`src/rtl/muldiv_sequencer.sv`:
```
// muldiv_sequencer: control sequencer for the shared iterative multiply/divide
// datapath. Walks IDLE -> LOAD -> RUN (ITER cycles) -> [FIXUP] -> DONE and
// stalls the pipeline while an operation is in flight.
// Optional feature macro: MULDIV_SIGNED_EN (signed ops insert a FIXUP cycle).
module muldiv_sequencer #(
    parameter int ITER = 32,
    parameter int CW   = 6
) (
    input  logic          clk,
    input  logic          rst,
    input  logic          req_valid,
    input  logic [1:0]    req_op,
    output logic          req_ready,
    input  logic          flush,
    input  logic          hilo_read,
    output logic          stall,
    output logic [CW-1:0] ctrl,
    output logic          hilo_we,
    output logic          busy,
    output logic          done
);

    localparam int CNT_W = (ITER > 1) ? $clog2(ITER) : 1;
    localparam logic [CNT_W-1:0] CNT_LAST = CNT_W'(ITER - 1);

    localparam logic [CW-1:0] CTRL_IDLE  = CW'(6'd0);
    localparam logic [CW-1:0] CTRL_LOAD  = CW'(6'd1);
    localparam logic [CW-1:0] CTRL_MUL   = CW'(6'd26);
    localparam logic [CW-1:0] CTRL_DIV   = CW'(6'd27);
    localparam logic [CW-1:0] CTRL_FIXUP = CW'(6'd40);
    localparam logic [CW-1:0] CTRL_DONE  = CW'(6'b111111);

    typedef enum logic [2:0] {
        IDLE,
        LOAD,
        RUN,
        FIXUP,
        DONE
    } state_t;

    state_t           state, state_nxt;
    logic [CNT_W-1:0] cnt;
    logic             op_div;     // latched req_op[0]
    logic             op_signed;  // latched req_op[1] when signed ops are enabled
    logic             accept;

    assign accept = req_valid && req_ready && !flush;

`ifdef MULDIV_SIGNED_EN
    // Signed ops take the FIXUP detour before write-back.
    always_ff @(posedge clk) begin
        if (rst)         op_signed <= 1'b0;
        else if (accept) op_signed <= req_op[1];
    end
`else
    // Signedness is ignored: every op runs as unsigned.
    logic unused_op_sign;
    assign unused_op_sign = req_op[1];
    assign op_signed      = 1'b0;
`endif

    // State register, latched op kind and iteration counter.
    // NOTE: sequential state uses non-blocking (<=) so every flop samples pre-edge values.
    always_ff @(posedge clk) begin
        if (rst) begin
            state  <= IDLE;
            cnt    <= '0;
            op_div <= 1'b0;
        end else begin
            state <= state_nxt;
            if (accept) op_div <= req_op[0];
            if (state == LOAD)
                cnt <= '0;
            else if (state == RUN && cnt != CNT_LAST)
                cnt <= cnt + 1'b1;
        end
    end

    // Next-state logic; flush aborts everything except the committing DONE cycle.
    // NOTE: defaults are assigned first so no path through the case infers a latch.
    always_comb begin
        state_nxt = state;
        unique case (state)
            IDLE:  if (accept) state_nxt = LOAD;
            LOAD:  state_nxt = flush ? IDLE : RUN;
            RUN: begin
                if (flush)
                    state_nxt = IDLE;
                else if (cnt == CNT_LAST)
                    state_nxt = op_signed ? FIXUP : DONE;
            end
            FIXUP: state_nxt = flush ? IDLE : DONE;
            DONE:  state_nxt = IDLE;
            default: state_nxt = IDLE;
        endcase
    end

    // Output decode from registered state only (no input-to-ctrl path).
    always_comb begin
        ctrl      = CTRL_IDLE;
        hilo_we   = 1'b0;
        done      = 1'b0;
        busy      = 1'b1;
        req_ready = 1'b0;
        unique case (state)
            IDLE: begin
                busy      = 1'b0;
                req_ready = 1'b1;
            end
            LOAD:  ctrl = CTRL_LOAD;
            RUN:   ctrl = op_div ? CTRL_DIV : CTRL_MUL;
            FIXUP: ctrl = CTRL_FIXUP;
            DONE: begin
                ctrl    = CTRL_DONE;
                hilo_we = 1'b1;
                done    = 1'b1;
            end
            default: begin
                busy      = 1'b0;
                req_ready = 1'b1;
            end
        endcase
    end

    // Hold the pipeline while a mult/div is in flight and it wants the unit or HI/LO.
    assign stall = busy && (req_valid || hilo_read);

endmodule

```
`config.mk`:
```
export PLATFORM = sky130hd
export DESIGN_NAME = muldiv_sequencer
export DESIGN_NICKNAME = d
export VERILOG_FILES = /design/src/rtl/muldiv_sequencer.sv
export SDC_FILE = /design/constraint.sdc
export NUM_CORES = 1
export LEC_CHECK = 0
export CAP_MARGIN = 20
export CORE_AREA = 4 4 41 43
export CTS_CLUSTER_SIZE = 20
export DETAILED_ROUTE_END_ITERATION = 12
export DIE_AREA = 0 0 45 47
export PLACE_DENSITY = 0.72
export SLEW_MARGIN = 20
export SYNTH_ARGS = -nofsm -noshare
export SYNTH_HDL_FRONTEND = slang
export SYNTH_SLANG_ARGS = --single-unit
```
`constraint.sdc`:
```
create_clock -name clk -period 2.44 [get_ports clk]
set_clock_uncertainty 0.2 [all_clocks]
set_input_delay 0.244 -clock clk [delete_from_list [all_inputs] [get_ports clk]]
set_output_delay 0.244 -clock clk [all_outputs]
set_load 0.01 [all_outputs]
```
### After elaboration in Yosys (flattened, before gate mapping)

Cells that the tools add are included.

| word-level totals | value |
|---|---|
| output and inout port bits | 11 |
| memories | 0 |
| latch bits | 0 |
| bits in writable memories | 0 |
| flip-flop bits (word level) | 9 |
| bits of input ports | 7 |
| ROM bits | 0 |

| cells by class | value |
|---|---|
| equal/unequal tests | 8 |
| $lt $le $gt $ge | 0 |
| div/mod/pow operators | 0 |
| reductions and logical operators | 10 |
| $add $sub $neg | 1 |
| multiply operators | 0 |
| bitwise gates (word level) | 0 |
| shifts and indexed selects | 0 |
| mux-type cells | 11 |

Operators by type and width:

| operator | number |
|---|---|
| case mux 6 bit (4 select lines) | 1 |
| 2-to-1 mux 3 bit | 4 |
| case mux 3 bit (4 select lines) | 1 |
| == test 3 x 2 -> 1 bit (second input constant) | 2 |
| adder 5 x 1 -> 5 bit (second input constant) | 1 |
| == test 5 bit (second input constant) | 1 |
| inequality test 5 bit (second input constant) | 1 |
| logical AND 1 bit | 4 |
| 2-to-1 mux 1 bit | 4 |
| OR reduction 4 bit | 1 |
| == test 3 x 1 -> 1 bit (second input constant) | 1 |
| == test 3 bit (second input constant) | 1 |
| zero test 3 bit | 1 |
| inequality test 3 x 2 -> 1 bit (second input constant) | 1 |
| 2-to-1 mux 2 bit | 1 |
| inequality test 2 bit (second input constant) | 1 |
| AND reduction 2 bit | 1 |
| OR reduction 2 bit | 1 |
| zero test 1 bit | 1 |
| logical OR 1 bit | 1 |

### Logic depth before layout (Yosys ltp)

| logic depth | value |
|---|---|
| depth after elaboration | 7 |
| gate-level depth with buffers | 6 |
| mapped depth without buffers | 6 |

### Worst setup path before layout

Ideal clock, no wire load.

| timing | value |
|---|---|
| kind | register -> register |
| start | register cnt[0] |
| end | register cnt[3] |
| data required time | 2170 ps |
| stages on the path, launching flop included | 7 |
| buffers on the path | 0 |
| path slack | 308 ps |
| library setup time | 70 ps |
| arrival time | 1863 ps |
| cells stage by stage | dfxtp_1 ha_1 and3_1 ha_1 or4b_4 or3_1 a21oi_1 |

| on the way | value |
|---|---|
| cells in the longest elaborated chain, start to end | 2 |
| elaborated cells between the ends (all ways) | 3 |
| classes of those cells | 1 x add/sub; 1 x eq/ne; 1 x reduce/logical |

Ends and longest elaborated chain:

| item | line | RTL |
|---|---|---|
| start, declared | 42 | `logic [CNT_W-1:0] cnt;` |
| start signal, assigned | 75 | `cnt <= cnt + 1'b1;` |
| parallel branches: the longest is 2 deep, another holds adder 5 x 1 -> 5 bit | n/a |  |

Several ways; the timed one is not identified.
A chain may end at the register's enable or synchronous reset.

### Worst setup path in the final report

| timing | value |
|---|---|
| start | register state[2] |
| end | output req_ready |

| on the way | value |
|---|---|
| cells in the longest elaborated chain, start to end | 3 |
| elaborated cells between the ends (all ways) | 6 |
| classes of those cells | 4 x eq/ne; 1 x mux; 1 x reduce/logical |

Ends and longest elaborated chain:

| item | line | RTL |
|---|---|---|
| start, declared | 41 | `state_t state, state_nxt;` |
| start signal, assigned | 70 | `state <= state_nxt;` |
| == test 3 x 1 -> 1 bit, or another cell as far along | 105 | `unique case (state)` |
| OR reduction 4 bit (no source line) (*) | n/a |  |
| 2-to-1 mux 1 bit (*) | 105 |  |
| end, declared | 13 | `output logic req_ready,` |

Every way passes the cells marked *; elsewhere a longest branch is shown, timed or not.

==> flow_summary.html <==
<table>
<tr><th>Metric</th><th>Value</th></tr>
<tr><th colspan="2">CTS</th></tr>
<tr><td>Number of buffers on the longest clock path</td><td>2</td></tr>
<tr><td>TritonCTS buffer count</td><td>3</td></tr>
<tr><td>Clock slew at reported path FFs</td><td>60 ps</td></tr>
<tr><td>Number of cells upsized or downsized after cts</td><td>0</td></tr>
<tr><td>TritonCTS Sinks</td><td>9</td></tr>
<tr><td>Worst skew pair latency</td><td>250 ps</td></tr>
<tr><td>H-tree depth reported by CTS</td><td>1</td></tr>
<tr><td>Post-CTS setup buffers</td><td>0</td></tr>
<tr><td>Clock tree from TritonCTS</td><td>done</td></tr>
<tr><td>CTS Root Buffer Type</td><td>clkbuf_4</td></tr>
<tr><td>Number of hold buffers added after CTS</td><td>0</td></tr>
<tr><th colspan="2">Synthesis</th></tr>
<tr><td>Number of synthesized register bits</td><td>9</td></tr>
<tr><td>Gate Count Post-Synth</td><td>67</td></tr>
<tr><td>Cell with the most instances after synthesis</td><td>dfxtp_1</td></tr>
<tr><td>Count of flip-flops with a built-in enable after synthesis</td><td>0</td></tr>
<tr><td>Most common library cells after synthesis</td><td>dfxtp_1, a21oi_1, nand2_1, inv_1, buf_4</td></tr>
<tr><td>Total number of yosys warnings</td><td>0</td></tr>
<tr><td>Top cell type's share of synthesized area</td><td>33.80%</td></tr>
<tr><td>Post-Syn Nets</td><td>76</td></tr>
<tr><td>Async set-or-reset flop fraction in the synthesized netlist</td><td>0%</td></tr>
<tr><td>Proportion of synthesized chip area in sequential cells</td><td>33.80%</td></tr>
<tr><td>Synth top area cells</td><td>dfxtp_1, a21oi_1, buf_4, nand2_1, ha_1</td></tr>
<tr><td>Synth area leader</td><td>dfxtp_1</td></tr>
<tr><td>Number of unique standard cell types used by synthesis</td><td>25</td></tr>
<tr><td>Leading register cell type out of synthesis</td><td>dfxtp_1</td></tr>
<tr><td>Post-Syn Area per Cell</td><td>7.955 um2</td></tr>
<tr><td>Netlist Area Pre-Place</td><td>533.0 um2</td></tr>
<tr><th colspan="2">Min path</th></tr>
<tr><td>Number of cells traversed by the worst hold path</td><td>2</td></tr>
<tr><td>Hold Crit Start</td><td>cnt[4]$_SDFFE_PP0P_</td></tr>
<tr><td>Worst min-delay path category</td><td>flip-flop to flip-flop</td></tr>
<tr><td>Worst Hold Endpoint</td><td>cnt[4]$_SDFFE_PP0P_</td></tr>
<tr><th colspan="2">Routing</th></tr>
<tr><td>Average wire length per cell after detail routing</td><td>11.02 um</td></tr>
<tr><td>Met2 wire length</td><td>510 um</td></tr>
<tr><td>Starting DRT DRC Count</td><td>4</td></tr>
<tr><td>Remaining antenna violation count after routing</td><td>0</td></tr>
<tr><td>Total wirelength of the detailed-routed design</td><td>1058 um</td></tr>
<tr><td>DR vias/cell</td><td>5.063</td></tr>
<tr><td>WL met1</td><td>468 um</td></tr>
<tr><td>First-pass iteration count of the detailed router</td><td>3</td></tr>
<tr><td>Amount of wire on met3 after detailed routing</td><td>73 um</td></tr>
<tr><td>Number of remaining DRC errors</td><td>0</td></tr>
<tr><td>Via count of the routed design</td><td>486</td></tr>
<tr><td>Top routing layer used</td><td>met4</td></tr>
<tr><th colspan="2">Die</th></tr>
<tr><td>FP Rows</td><td>13</td></tr>
<tr><td>Overall die height</td><td>47 um</td></tr>
<tr><td>Die footprint</td><td>2115 um2</td></tr>
<tr><td>Initial Util</td><td>40.96%</td></tr>
<tr><td>Number of placed I/O pins</td><td>18</td></tr>
<tr><td>Std-Cell Core Area</td><td>1301 um2</td></tr>
<tr><td>Die width</td><td>45 um</td></tr>
<tr><th colspan="2">Global route</th></tr>
<tr><td>Total GRT Usage</td><td>10.79%</td></tr>
<tr><td>Grt ovf</td><td>0</td></tr>
<tr><td>Antenna violations before repair</td><td>0</td></tr>
<tr><td>Number of global-route vias before repair</td><td>428</td></tr>
<tr><td>Maximum number of pins on one net before global-route repair</td><td>11</td></tr>
<tr><td>Global-route wire length before repair</td><td>1690 um</td></tr>
<tr><th colspan="2">Finish</th></tr>
<tr><td>Final core utilization</td><td>53.17%</td></tr>
<tr><td>Register area</td><td>180.2 um2</td></tr>
<tr><td>Fraction of final layout cells sized beyond drive strength 1</td><td>6.173%</td></tr>
<tr><td>Synthesis-to-finish area growth</td><td>29.81%</td></tr>
<tr><td>Antenna Cells</td><td>0</td></tr>
<tr><td>Multi-input logic area</td><td>287.8 um2</td></tr>
<tr><td>Post-layout net count</td><td>91</td></tr>
<tr><td>Number of filler instances in the final layout</td><td>128</td></tr>
<tr><th colspan="2">Critical path</th></tr>
<tr><td>Slowest stage cell, crit path</td><td>clkdlybuf4s50_1</td></tr>
<tr><td>Peak per-stage delay on the critical path</td><td>520 ps</td></tr>
<tr><td>Element type at the critical path start</td><td>flip-flop</td></tr>
<tr><td>Cell depth of the worst flop-to-flop path</td><td>6</td></tr>
<tr><td>Kind of end point of the critical path</td><td>output pin</td></tr>
<tr><td>CP bufs+invs</td><td>2</td></tr>
<tr><td>Kind of cell with the highest combined delay on the critical path</td><td>simple AND/OR/NAND/NOR gates</td></tr>
<tr><td>Required time at the worst-slack endpoint</td><td>2000 ps</td></tr>
<tr><td>Arrival time of data at the critical path endpoint</td><td>1820 ps</td></tr>
<tr><td>Series of cell instances along the critical path</td><td>or3_1 &gt; and2_1 &gt; inv_1 &gt; clkdlybuf4s50_1</td></tr>
<tr><td>Critical setup path kind</td><td>flip-flop to output pin</td></tr>
<tr><td>Critical Path Source</td><td>state[2]$_SDFFE_PP0P_</td></tr>
<tr><td>Reg-to-reg critical path startpoint</td><td>cnt[0]$_SDFFE_PP0P_</td></tr>
<tr><td>FF-to-FF End</td><td>cnt[3]$_SDFFE_PP0P_</td></tr>
<tr><td>Setup slack, reg-to-reg</td><td>220 ps</td></tr>
<tr><td>CP Max Fanout</td><td>10</td></tr>
<tr><th colspan="2">STA</th></tr>
<tr><td>Max Freq</td><td>441.3 MHz</td></tr>
<tr><td>Min cycle time layout</td><td>2266 ps</td></tr>
<tr><td>Post-route worst setup slack</td><td>174.1 ps</td></tr>
<tr><td>Setup tns final</td><td>0 ps</td></tr>
<tr><td>Number of pins with negative max-slew slack in the final report</td><td>0</td></tr>
<tr><td>Count of endpoints failing hold in the final timing report</td><td>0</td></tr>
<tr><td>Slew headroom</td><td>70.77%</td></tr>
<tr><td>RSZ-0062 raised after global routing</td><td>no</td></tr>
<tr><td>Slew at the pin with the worst max-slew slack</td><td>437.3 ps</td></tr>
<tr><td>Number of failing setup endpoints in the final timing report</td><td>0</td></tr>
<tr><td>Period Utilization, post-route</td><td>92.87%</td></tr>
<tr><th colspan="2">Place</th></tr>
<tr><td>Weighted congestion at the end of routability-driven global placement</td><td>0.6933</td></tr>
<tr><td>Post-DP HPWL</td><td>849.7 um</td></tr>
<tr><td>Worst setup timing slack at the placement stage</td><td>222.4 ps</td></tr>
<tr><td>Number of port buffers</td><td>16</td></tr>
<tr><th colspan="2">Power</th></tr>
<tr><td>IR Drop Worst-Case VDD</td><td>0.2252 mV</td></tr>
<tr><td>Leakage power</td><td>0.0002682 uW</td></tr>
<tr><td>Ratio of total power to cell area</td><td>442.0 nW/um2</td></tr>
<tr><th colspan="2">Flow run</th></tr>
<tr><td>Max-cap violations</td><td>0</td></tr>
<tr><th colspan="2">Status</th></tr>
<tr><td>Status</td><td>finished clean</td></tr>
</table>
-- cell type report --
cell class / count / area share, %
repair buffers: 16 / 23.15
clock buffers: 4 / 3.797
flip-flops and latches: 9 / 26.04
inverters: 5 / 2.712
multi-input cells: 47 / 41.59
well taps: 15 / 2.712
-- worst max path at each step --
stage	to	slack (ps)	cells past startpoint
6_report	req_ready	170	4
5_1_grt	ctrl[0]	70	4
4_1_cts	req_ready	150	4
3_5_place_dp	cnt[3]$_SDFFE_PP0P_	220	6
3_3_place_gp	cnt[3]$_SDFFE_PP0P_	240	6
2_1_floorplan	cnt[3]$_SDFFE_PP0P_	310	6
-- cells in the final DEF, fill, tap and decap left out, types with 2 or more instances in the layout --
master,n
or3_1,3
ha_1,2
o21ai_1,2
nand2b_1,3
a21oi_1,8
inv_1,5
nor4_1,3
nor2b_1,2
clkbuf_4,3
nand2_1,8
dfxtp_1,9
clkdlybuf4s50_1,16
o21ai_0,3
nor2_1,3
-- logic make-up after synthesis --
| family | count (synthesis) | synth area share, % |
|---|---|---|
| AOI/OAI and AO/OA | 15 | 15.02 |
| and+or+nand+nor | 28 | 30.75 |
| DFF | 9 | 33.80 |
| muxes | 1 | 1.878 |
| buffers and inverters | 11 | 12.21 |
| xor gates and xnor gates | 1 | 1.643 |
| adders and majority gates | 2 | 4.694 |
-- sequential cells by signal, summed over array words and instances, names as in the netlist --
signal / flops
op_div: 1
state: 3
cnt: 5
-- per-stage QoR --
| stage | power [uW] | instance area (um2) | hold slack, ps | instances |
|---|---|---|---|---|
| CTS | 314.7 | 691.9 | 272.1 | 96 |
| finish | 305.8 | 691.9 | 265.1 | 96 |
| detailed placement | 199.7 | 665.6 | 263.7 | 92 |
| global route | 320.4 | 691.9 | 291.7 | 96 |
| global placement | 198.7 | 665.6 | 250.4 | 92 |
| floorplan | 177.1 | 533.0 | 120.1 | 67 |
-- metal layers --
| layer | up-vias | GRT usage [%] |
|---|---|---|
| met4 | 0 | 8.772 |
| met3 | 2 | 1.533 |
| met5 | - | 0 |
| met1 | 213 | 11.72 |
| met2 | 15 | 18.64 |
| li1 | 256 | - |
-- worst register-to-register path, cell delays in order (launching register included) --
cell and delay [ps]:
dfxtp_1 330, ha_1 210, and3_1 180, ha_1 210, or4b_4 530, or3_1 360
a21oi_1 130
-- power breakdown --
part / switching (uW) / total (uW) / internal [uW]
Clock: 47.2 / 110 / 62.7
Combinational: 17.5 / 42.7 / 25.2
Sequential: 3.68 / 153 / 149
Total: 68.4 / 306 / 237
(Power assumes the default switching activity.)
